### src/rtl/mem_port_arbiter_pkg.sv
// rtl/mem_port_arbiter_pkg.sv - shared types and default widths for mem_port_arbiter
// Contents: FSM state enum, owner encoding, default ADDR_W/DATA_W/MEM_LAT.
package mem_arb_pkg;

    typedef enum logic [1:0] {
        IDLE   = 2'd0,
        ACCESS = 2'd1,
        RESP   = 2'd2
    } state_e;

    typedef enum logic {
        OWN_IF = 1'b0,
        OWN_DM = 1'b1
    } owner_e;

    localparam int DEF_ADDR_W  = 32;
    localparam int DEF_DATA_W  = 32;
    localparam int DEF_MEM_LAT = 1;

endpackage

### src/rtl/mem_port_arbiter_if.sv
// rtl/mem_port_arbiter_if.sv - fetch, data and memory port bundle for mem_port_arbiter
// Fetch:  if_req, if_addr -> if_ack, if_rdata
// Data:   dm_req, dm_we, dm_addr, dm_wdata -> dm_ack, dm_rdata
// Memory: mem_addr, mem_we, mem_din -> mem_dout
// Status: busy
// slave = arbiter view, master = requester/memory view.
interface mem_port_arbiter_if
    import mem_arb_pkg::*;
#(
    parameter int ADDR_W = DEF_ADDR_W,
    parameter int DATA_W = DEF_DATA_W
) ();

    logic              if_req;
    logic [ADDR_W-1:0] if_addr;
    logic              if_ack;
    logic [DATA_W-1:0] if_rdata;

    logic              dm_req;
    logic              dm_we;
    logic [ADDR_W-1:0] dm_addr;
    logic [DATA_W-1:0] dm_wdata;
    logic              dm_ack;
    logic [DATA_W-1:0] dm_rdata;

    logic [ADDR_W-1:0] mem_addr;
    logic              mem_we;
    logic [DATA_W-1:0] mem_din;
    logic [DATA_W-1:0] mem_dout;

    logic              busy;

    modport slave (
        input  if_req, if_addr, dm_req, dm_we, dm_addr, dm_wdata, mem_dout,
        output if_ack, if_rdata, dm_ack, dm_rdata, mem_addr, mem_we, mem_din, busy
    );

    modport master (
        output if_req, if_addr, dm_req, dm_we, dm_addr, dm_wdata, mem_dout,
        input  if_ack, if_rdata, dm_ack, dm_rdata, mem_addr, mem_we, mem_din, busy
    );

endinterface

### src/rtl/mem_port_arbiter_arb_pick2.sv
// rtl/mem_port_arbiter_arb_pick2.sv - combinational two-requester owner picker
// Inputs: if_req, dm_req, last_grant. Output: owner.
// ARB_RR_EN defined: tie goes to the requester not granted last; otherwise dm always wins.
module arb_pick2
    import mem_arb_pkg::*;
(
    input  logic   if_req,
    input  logic   dm_req,
    input  owner_e last_grant,
    output owner_e owner
);

`ifdef ARB_RR_EN
    always_comb begin
        owner = OWN_IF;
        if (if_req && dm_req) begin
            owner = (last_grant == OWN_DM) ? OWN_IF : OWN_DM;
        end else if (dm_req) begin
            owner = OWN_DM;
        end
    end
`else
    // Fixed priority needs neither if_req nor the pointer.
    logic [1:0] unused_pick;
    assign unused_pick = {if_req, last_grant};

    always_comb begin
        owner = dm_req ? OWN_DM : OWN_IF;
    end
`endif

endmodule

### src/rtl/mem_port_arbiter.sv
// rtl/mem_port_arbiter.sv - shares one single-ported memory between fetch and data requesters
// Ports: clk, reset (sync, active-high), bus (mem_port_arbiter_if.slave).
// Sequence per transaction: IDLE grant -> MEM_LAT ACCESS cycles -> one RESP cycle with ack.
// Optional ARB_RR_EN: round-robin tie breaking with a last-grant pointer.
module mem_port_arbiter
    import mem_arb_pkg::*;
#(
    parameter int ADDR_W  = DEF_ADDR_W,
    parameter int DATA_W  = DEF_DATA_W,
    parameter int MEM_LAT = DEF_MEM_LAT
) (
    input  logic                clk,
    input  logic                reset,
    mem_port_arbiter_if.slave   bus
);

    localparam int                CNT_W    = $clog2(MEM_LAT + 1);
    localparam logic [CNT_W-1:0]  CNT_LAST = CNT_W'(MEM_LAT - 1);

    state_e            state_q, state_d;
    logic [CNT_W-1:0]  cnt_q, cnt_d;
    owner_e            owner_q, owner_d;
    logic              we_q, we_d;
    logic [ADDR_W-1:0] mem_addr_q, mem_addr_d;
    logic [DATA_W-1:0] mem_din_q, mem_din_d;
    logic              mem_we_q, mem_we_d;
    logic              if_ack_q, if_ack_d;
    logic              dm_ack_q, dm_ack_d;
    logic [DATA_W-1:0] if_rdata_q, if_rdata_d;
    logic [DATA_W-1:0] dm_rdata_q, dm_rdata_d;

    owner_e            pick;
    owner_e            last_grant;

`ifdef ARB_RR_EN
    owner_e            last_q, last_d;
    assign last_grant = last_q;
`else
    assign last_grant = OWN_IF;
`endif

    arb_pick2 u_pick (
        .if_req     (bus.if_req),
        .dm_req     (bus.dm_req),
        .last_grant (last_grant),
        .owner      (pick)
    );

    always_comb begin
        state_d    = state_q;
        cnt_d      = cnt_q;
        owner_d    = owner_q;
        we_d       = we_q;
        mem_addr_d = mem_addr_q;
        mem_din_d  = mem_din_q;
        mem_we_d   = 1'b0;
        if_ack_d   = 1'b0;
        dm_ack_d   = 1'b0;
        if_rdata_d = if_rdata_q;
        dm_rdata_d = dm_rdata_q;
`ifdef ARB_RR_EN
        last_d     = last_q;
`endif

        case (state_q)
            IDLE: begin
                if (bus.if_req || bus.dm_req) begin
                    owner_d = pick;
                    cnt_d   = '0;
                    state_d = ACCESS;
                    if (pick == OWN_DM) begin
                        mem_addr_d = bus.dm_addr;
                        mem_din_d  = bus.dm_wdata;
                        we_d       = bus.dm_we;
                        // Strobe is registered here so it is high in the first ACCESS cycle only.
                        mem_we_d   = bus.dm_we;
                    end else begin
                        mem_addr_d = bus.if_addr;
                        we_d       = 1'b0;
                    end
`ifdef ARB_RR_EN
                    last_d = pick;
`endif
                end
            end

            ACCESS: begin
                cnt_d = cnt_q + CNT_W'(1);
                if (cnt_q == CNT_LAST) begin
                    state_d = RESP;
                    // Ack and data are registered on this edge so they appear during RESP.
                    if (owner_q == OWN_IF) begin
                        if_ack_d   = 1'b1;
                        if_rdata_d = bus.mem_dout;
                    end else begin
                        dm_ack_d = 1'b1;
                        if (!we_q) begin
                            dm_rdata_d = bus.mem_dout;
                        end
                    end
                end
            end

            RESP: begin
                state_d = IDLE;
            end

            default: begin
                state_d = IDLE;
            end
        endcase
    end

    always_ff @(posedge clk) begin
        if (reset) begin
            state_q    <= IDLE;
            cnt_q      <= '0;
            owner_q    <= OWN_IF;
            we_q       <= 1'b0;
            mem_addr_q <= '0;
            mem_din_q  <= '0;
            mem_we_q   <= 1'b0;
            if_ack_q   <= 1'b0;
            dm_ack_q   <= 1'b0;
            if_rdata_q <= '0;
            dm_rdata_q <= '0;
`ifdef ARB_RR_EN
            last_q     <= OWN_IF;
`endif
        end else begin
            state_q    <= state_d;
            cnt_q      <= cnt_d;
            owner_q    <= owner_d;
            we_q       <= we_d;
            mem_addr_q <= mem_addr_d;
            mem_din_q  <= mem_din_d;
            mem_we_q   <= mem_we_d;
            if_ack_q   <= if_ack_d;
            dm_ack_q   <= dm_ack_d;
            if_rdata_q <= if_rdata_d;
            dm_rdata_q <= dm_rdata_d;
`ifdef ARB_RR_EN
            last_q     <= last_d;
`endif
        end
    end

    assign bus.if_ack   = if_ack_q;
    assign bus.if_rdata = if_rdata_q;
    assign bus.dm_ack   = dm_ack_q;
    assign bus.dm_rdata = dm_rdata_q;
    assign bus.mem_addr = mem_addr_q;
    assign bus.mem_din  = mem_din_q;
    assign bus.mem_we   = mem_we_q;
    assign bus.busy     = (state_q != IDLE);

endmodule

### src/flat_wrapper.sv
// flat-port wrapper written by rule: the top's interface ports become plain ports
module mem_port_arbiter_flat import mem_arb_pkg::*;
#(
    parameter int ADDR_W  = DEF_ADDR_W,
    parameter int DATA_W  = DEF_DATA_W,
    parameter int MEM_LAT = DEF_MEM_LAT
)
  (clk, reset, bus_if_req, bus_if_addr, bus_dm_req, bus_dm_we, bus_dm_addr, bus_dm_wdata, bus_mem_dout, bus_if_ack, bus_if_rdata, bus_dm_ack, bus_dm_rdata, bus_mem_addr, bus_mem_we, bus_mem_din, bus_busy);
  mem_port_arbiter_if #(.ADDR_W(ADDR_W), .DATA_W(DATA_W)) bus_i ();
  input  logic clk;
  input  logic reset;
  input wire logic [$bits(bus_i.if_req)-1:0] bus_if_req;
  input wire logic [$bits(bus_i.if_addr)-1:0] bus_if_addr;
  input wire logic [$bits(bus_i.dm_req)-1:0] bus_dm_req;
  input wire logic [$bits(bus_i.dm_we)-1:0] bus_dm_we;
  input wire logic [$bits(bus_i.dm_addr)-1:0] bus_dm_addr;
  input wire logic [$bits(bus_i.dm_wdata)-1:0] bus_dm_wdata;
  input wire logic [$bits(bus_i.mem_dout)-1:0] bus_mem_dout;
  output wire logic [$bits(bus_i.if_ack)-1:0] bus_if_ack;
  output wire logic [$bits(bus_i.if_rdata)-1:0] bus_if_rdata;
  output wire logic [$bits(bus_i.dm_ack)-1:0] bus_dm_ack;
  output wire logic [$bits(bus_i.dm_rdata)-1:0] bus_dm_rdata;
  output wire logic [$bits(bus_i.mem_addr)-1:0] bus_mem_addr;
  output wire logic [$bits(bus_i.mem_we)-1:0] bus_mem_we;
  output wire logic [$bits(bus_i.mem_din)-1:0] bus_mem_din;
  output wire logic [$bits(bus_i.busy)-1:0] bus_busy;
  assign bus_i.if_req = bus_if_req;
  assign bus_i.if_addr = bus_if_addr;
  assign bus_i.dm_req = bus_dm_req;
  assign bus_i.dm_we = bus_dm_we;
  assign bus_i.dm_addr = bus_dm_addr;
  assign bus_i.dm_wdata = bus_dm_wdata;
  assign bus_i.mem_dout = bus_mem_dout;
  assign bus_if_ack = bus_i.if_ack;
  assign bus_if_rdata = bus_i.if_rdata;
  assign bus_dm_ack = bus_i.dm_ack;
  assign bus_dm_rdata = bus_i.dm_rdata;
  assign bus_mem_addr = bus_i.mem_addr;
  assign bus_mem_we = bus_i.mem_we;
  assign bus_mem_din = bus_i.mem_din;
  assign bus_busy = bus_i.busy;
  mem_port_arbiter #(.ADDR_W(ADDR_W), .DATA_W(DATA_W), .MEM_LAT(MEM_LAT)) u_core (.clk(clk), .reset(reset), .bus(bus_i));
endmodule
### config.mk
export PLATFORM = sky130hd
export DESIGN_NAME = mem_port_arbiter_flat
export DESIGN_NICKNAME = d
export VERILOG_FILES = /design/src/rtl/mem_port_arbiter_pkg.sv /design/src/rtl/mem_port_arbiter_if.sv /design/src/rtl/mem_port_arbiter_arb_pick2.sv /design/src/rtl/mem_port_arbiter.sv /design/src/flat_wrapper.sv
export SDC_FILE = /design/constraint.sdc
export NUM_CORES = 1
export LEC_CHECK = 0
export CORE_ASPECT_RATIO = 1.4
export CORE_UTILIZATION = 37
export DETAILED_ROUTE_END_ITERATION = 10
export GPL_ROUTABILITY_DRIVEN = 1
export GPL_TIMING_DRIVEN = 0
export PLACE_DENSITY = 0.77
export SYNTH_ARGS = -nofsm -noshare
export SYNTH_HDL_FRONTEND = slang
export SYNTH_SLANG_ARGS = --single-unit
### constraint.sdc
create_clock -name clk -period 1.8 [get_ports clk]
set_clock_uncertainty 0.2 [all_clocks]
set_input_delay 0.27 -clock clk [delete_from_list [all_inputs] [get_ports clk]]
set_output_delay 0.27 -clock clk [all_outputs]
set_load 0.05 [all_outputs]
==> results of run 1 <==
## through the flow
step / area [µm²] / total power [mW] / hold WS (ns) / utilization / worst slack (ns)
floorplan: 5373 / 4.767 / 0.2060 / - / -0.04197
global placement: 8227 / 5.657 / 0.2414 / 0.5860 / -0.3546
detailed placement: 8227 / 5.675 / 0.2472 / 0.5860 / -0.3780
CTS: 8791 / 8.985 / 0.1383 / 0.6262 / -0.1506
global route: 8867 / 9.312 / 0.1730 / 0.6316 / -0.09991
finish: 8867 / 8.941 / 0.1475 / 0.6316 / -0.06240
## logic make-up (layout without fill, tap and decap cells)
logic type | count (synthesis) | count (layout) | synth area share
and+or+nand+nor | 179 | 179 | 0.1638
muxes | 96 | 96 | 0.1790
DFF | 136 | 136 | 0.5071
AOI/OAI and AO/OA | 103 | 103 | 0.1114
buffers and inverters | 48 | 350 | 0.03869
## sequential cells by signal (all words and copies together), names as in the netlist
register	count
u_core.cnt_q	1
u_core.owner_q	1
u_core.bus.mem_we	1
u_core.we_q	1
u_core.bus.mem_addr	32
u_core.bus.if_ack	1
u_core.bus.dm_rdata	32
u_core.bus.if_rdata	32
u_core.bus.mem_din	32
u_core.state_q	2
u_core.bus.dm_ack	1
## final timing paths
path | to | slack (ns) | cells past startpoint
worst max register to register | u_core.bus.dm_rdata[15]$_SDFFE_PP0P_ | -0.06 | 5
worst max-delay path | u_core.bus.dm_rdata[15]$_SDFFE_PP0P_ | -0.06 | 5
worst min register to register | u_core.bus.if_rdata[23]$_SDFFE_PP0P_ | 0.25 | 2
worst min-delay path | u_core.bus.mem_addr[31]$_SDFFE_PP0P_ | 0.15 | 3
## layer usage
layer	routed length (µm)	vias up
li1	-	2493
met1	6039	2221
met2	8636	161
met3	991	19
met4	285	0
met5	0	-
## cells in the mapped netlist, types with 2 or more instances
cell type,instances
dfxtp_1,136
buf_6,3
nand2b_1,65
a21oi_1,68
buf_1,2
nor2_1,38
mux2i_1,96
inv_1,2
buf_2,4
clkbuf_1,37
o21ai_0,2
a211oi_1,32
nand2_1,67
## final cells by class
type	instances	area (µm²)	area share
Sequential cell	136	2731	0.3080
Timing Repair Buffer	271	2591	0.2922
Multi-Input combinational cell	378	2469	0.2784
Clock buffer	19	432.9	0.04882
Buffer	45	259.0	0.02921
Tap cell	185	231.5	0.02610
Clock inverter	13	145.1	0.01637
Inverter	2	7.507	0.0008466
## timing repair
| item | in CTS | in global routing |
|---|---|---|
| buffers inserted | 5 | 3 |
| endpoints found under the setup margin | 244 | 154 |
| resized for setup | 168 | 54 |
| gates cloned | 1 | 0 |
## power by group
| part | switching, mW | internal, mW | total, mW |
|---|---|---|---|
| Sequential | 0.120 | 3.24 | 3.36 |
| Combinational | 1.36 | 0.814 | 2.18 |
| Clock | 1.35 | 2.05 | 3.41 |
## worst reg2reg max path: cells and delay by family (launching register included)
kind	cells	cell delay, ns
flops	1	0.37
buf+inv	2	0.31
mux	1	0.12
simple gates	2	0.75
==> reports/qor.txt, run 1 <==
failing checks: setup timing
most frequent cells in the layout: dfxtp_1 (133), clkdlybuf4s50_1 (130), mux2i_1 (95)
LEAKAGE: 4.006 nW
core area: 14040 µm²
busiest layer in global routing: met2
GP Congestion: 0.7443
initial antenna violation count: 0
slowest cell delay on critical path: 0.38 ns
DRT iter0 DRCs: 103
Final ANT Viol Nets: 0
cts hold-fix bufs: 0
relative slew slack: 0.5260
fmax: 536.9 MHz
Synth area leader: dfxtp_1
nets: 984
clock sinks: 136
post-route non-filler standard cell count: 1049
Crit. End Element: flip-flop
Unique masters post-synth: 23
ant diodes: 0
vias per std cell: 4.665
EDFF count, synth: 0
hpwl dp: 11890 µm
first-pass GRT wire length: 25090 µm
CTS Buf Count: 17
syn_area_per_cell: 9.553 µm²
gr usage total: 0.2130
Area contributors post-synth: dfxtp_1 (51%), mux2i_1 (18%), nand2b_1 (7.6%)
Worst EP arrival: 1.96 ns
Setup CP Type: reg -> reg
Via Count: 4894
Cell Chain, Critical Path: or3b_4, or3b_1, buf_6, buf_12, mux2i_1
Clk pin slew, worst setup/hold paths: 0.06 ns
Syn Nets: 695
Filler cells: 1246
residual DRC count: 0
IR Drop Worst-Case VDD: 640.5 µV
Req. time, crit path: 1.89 ns
most common cell after layout, fill and taps aside: dfxtp_1
Die ar.: 15000 µm²
CP Launch Type: flip-flop
worst-path maximum fanout: 10
hold crit path type: in -> reg
crit-path leading delay family: simple AND/OR/NAND/NOR gates
CTS max path bufs: 2
fin crit share: 1.035
RSZ-0062 raised after global routing: true
FF+latch count, synth: 136
Max-Cap Viols: 0
met1 usage: 0.2178
Min Clock Period, post-route: 1.862 ns
clock latency on the worst-skew pair: 0.41 ns
Remaining Overflow, GRT: 0
Routed WL per cell: 15.21 µm
Post-synth ARST share: 0
TritonRoute pass-1 iters: 4
H-tree depth: 4
number of global-route vias before repair: 4978
Die Y: 144.5 µm
Buffers & Inverters on Critical Path: 2
Hold Crit Start: bus_dm_req
Fin Setup TNS: -1.066 ns
Pwr Density: 1008 nW/µm²
final hold violations: 0
worst-path cell with the longest stage delay: or3b_4
area grow syn2layout: 65.16%
Slew Limit Fails: 0
Mapped Cells: 562
prevailing post-synth register cell: dfxtp_1
run status: finished with violations
Least-Margin Pin Slew: 0.7110 ns
total routed wirelength: 15950 µm
Yosys warning total: 0
largest net degree at the start of global routing: 17
CTS Root Cell: clkbuf_16
Inst Count DP: 1009
DIE WIDTH: 103.8 µm
Mapped Area: 5369 µm²
Rows: 51
GR Util met2: 0.4042
PnR worst setup slack: -0.06240 ns
met3 Track Usage GR: 0.06489
sequential element share of the synthesized area: 0.5071
TritonCTS clock tree: built
post-synth top area share: 0.5071
port bufs: 262
layout cell share with drive strength beyond 1: 0.08565
Final setup viols: 28
FF-to-FF Start: u_core.state_q[0]$_SDFFE_PP0P_
Setup crit start: u_core.state_q[0]$_SDFFE_PP0P_
IO Pins: 265
Initial Util: 0.3824
Power figures use the tool's default switching activity.
==> run 2, diff against run 1 <==
--- a/config.mk
+++ b/config.mk
@@ -7,6 +7,7 @@
 export LEC_CHECK = 0
 export CORE_ASPECT_RATIO = 1.4
 export CORE_UTILIZATION = 37
+export CTS_CLUSTER_SIZE = 10
 export DETAILED_ROUTE_END_ITERATION = 10
 export GPL_ROUTABILITY_DRIVEN = 1
 export GPL_TIMING_DRIVEN = 0
==> results of run 2 <==
The final DEF is identical to that of run 1; final timing and power are the same.
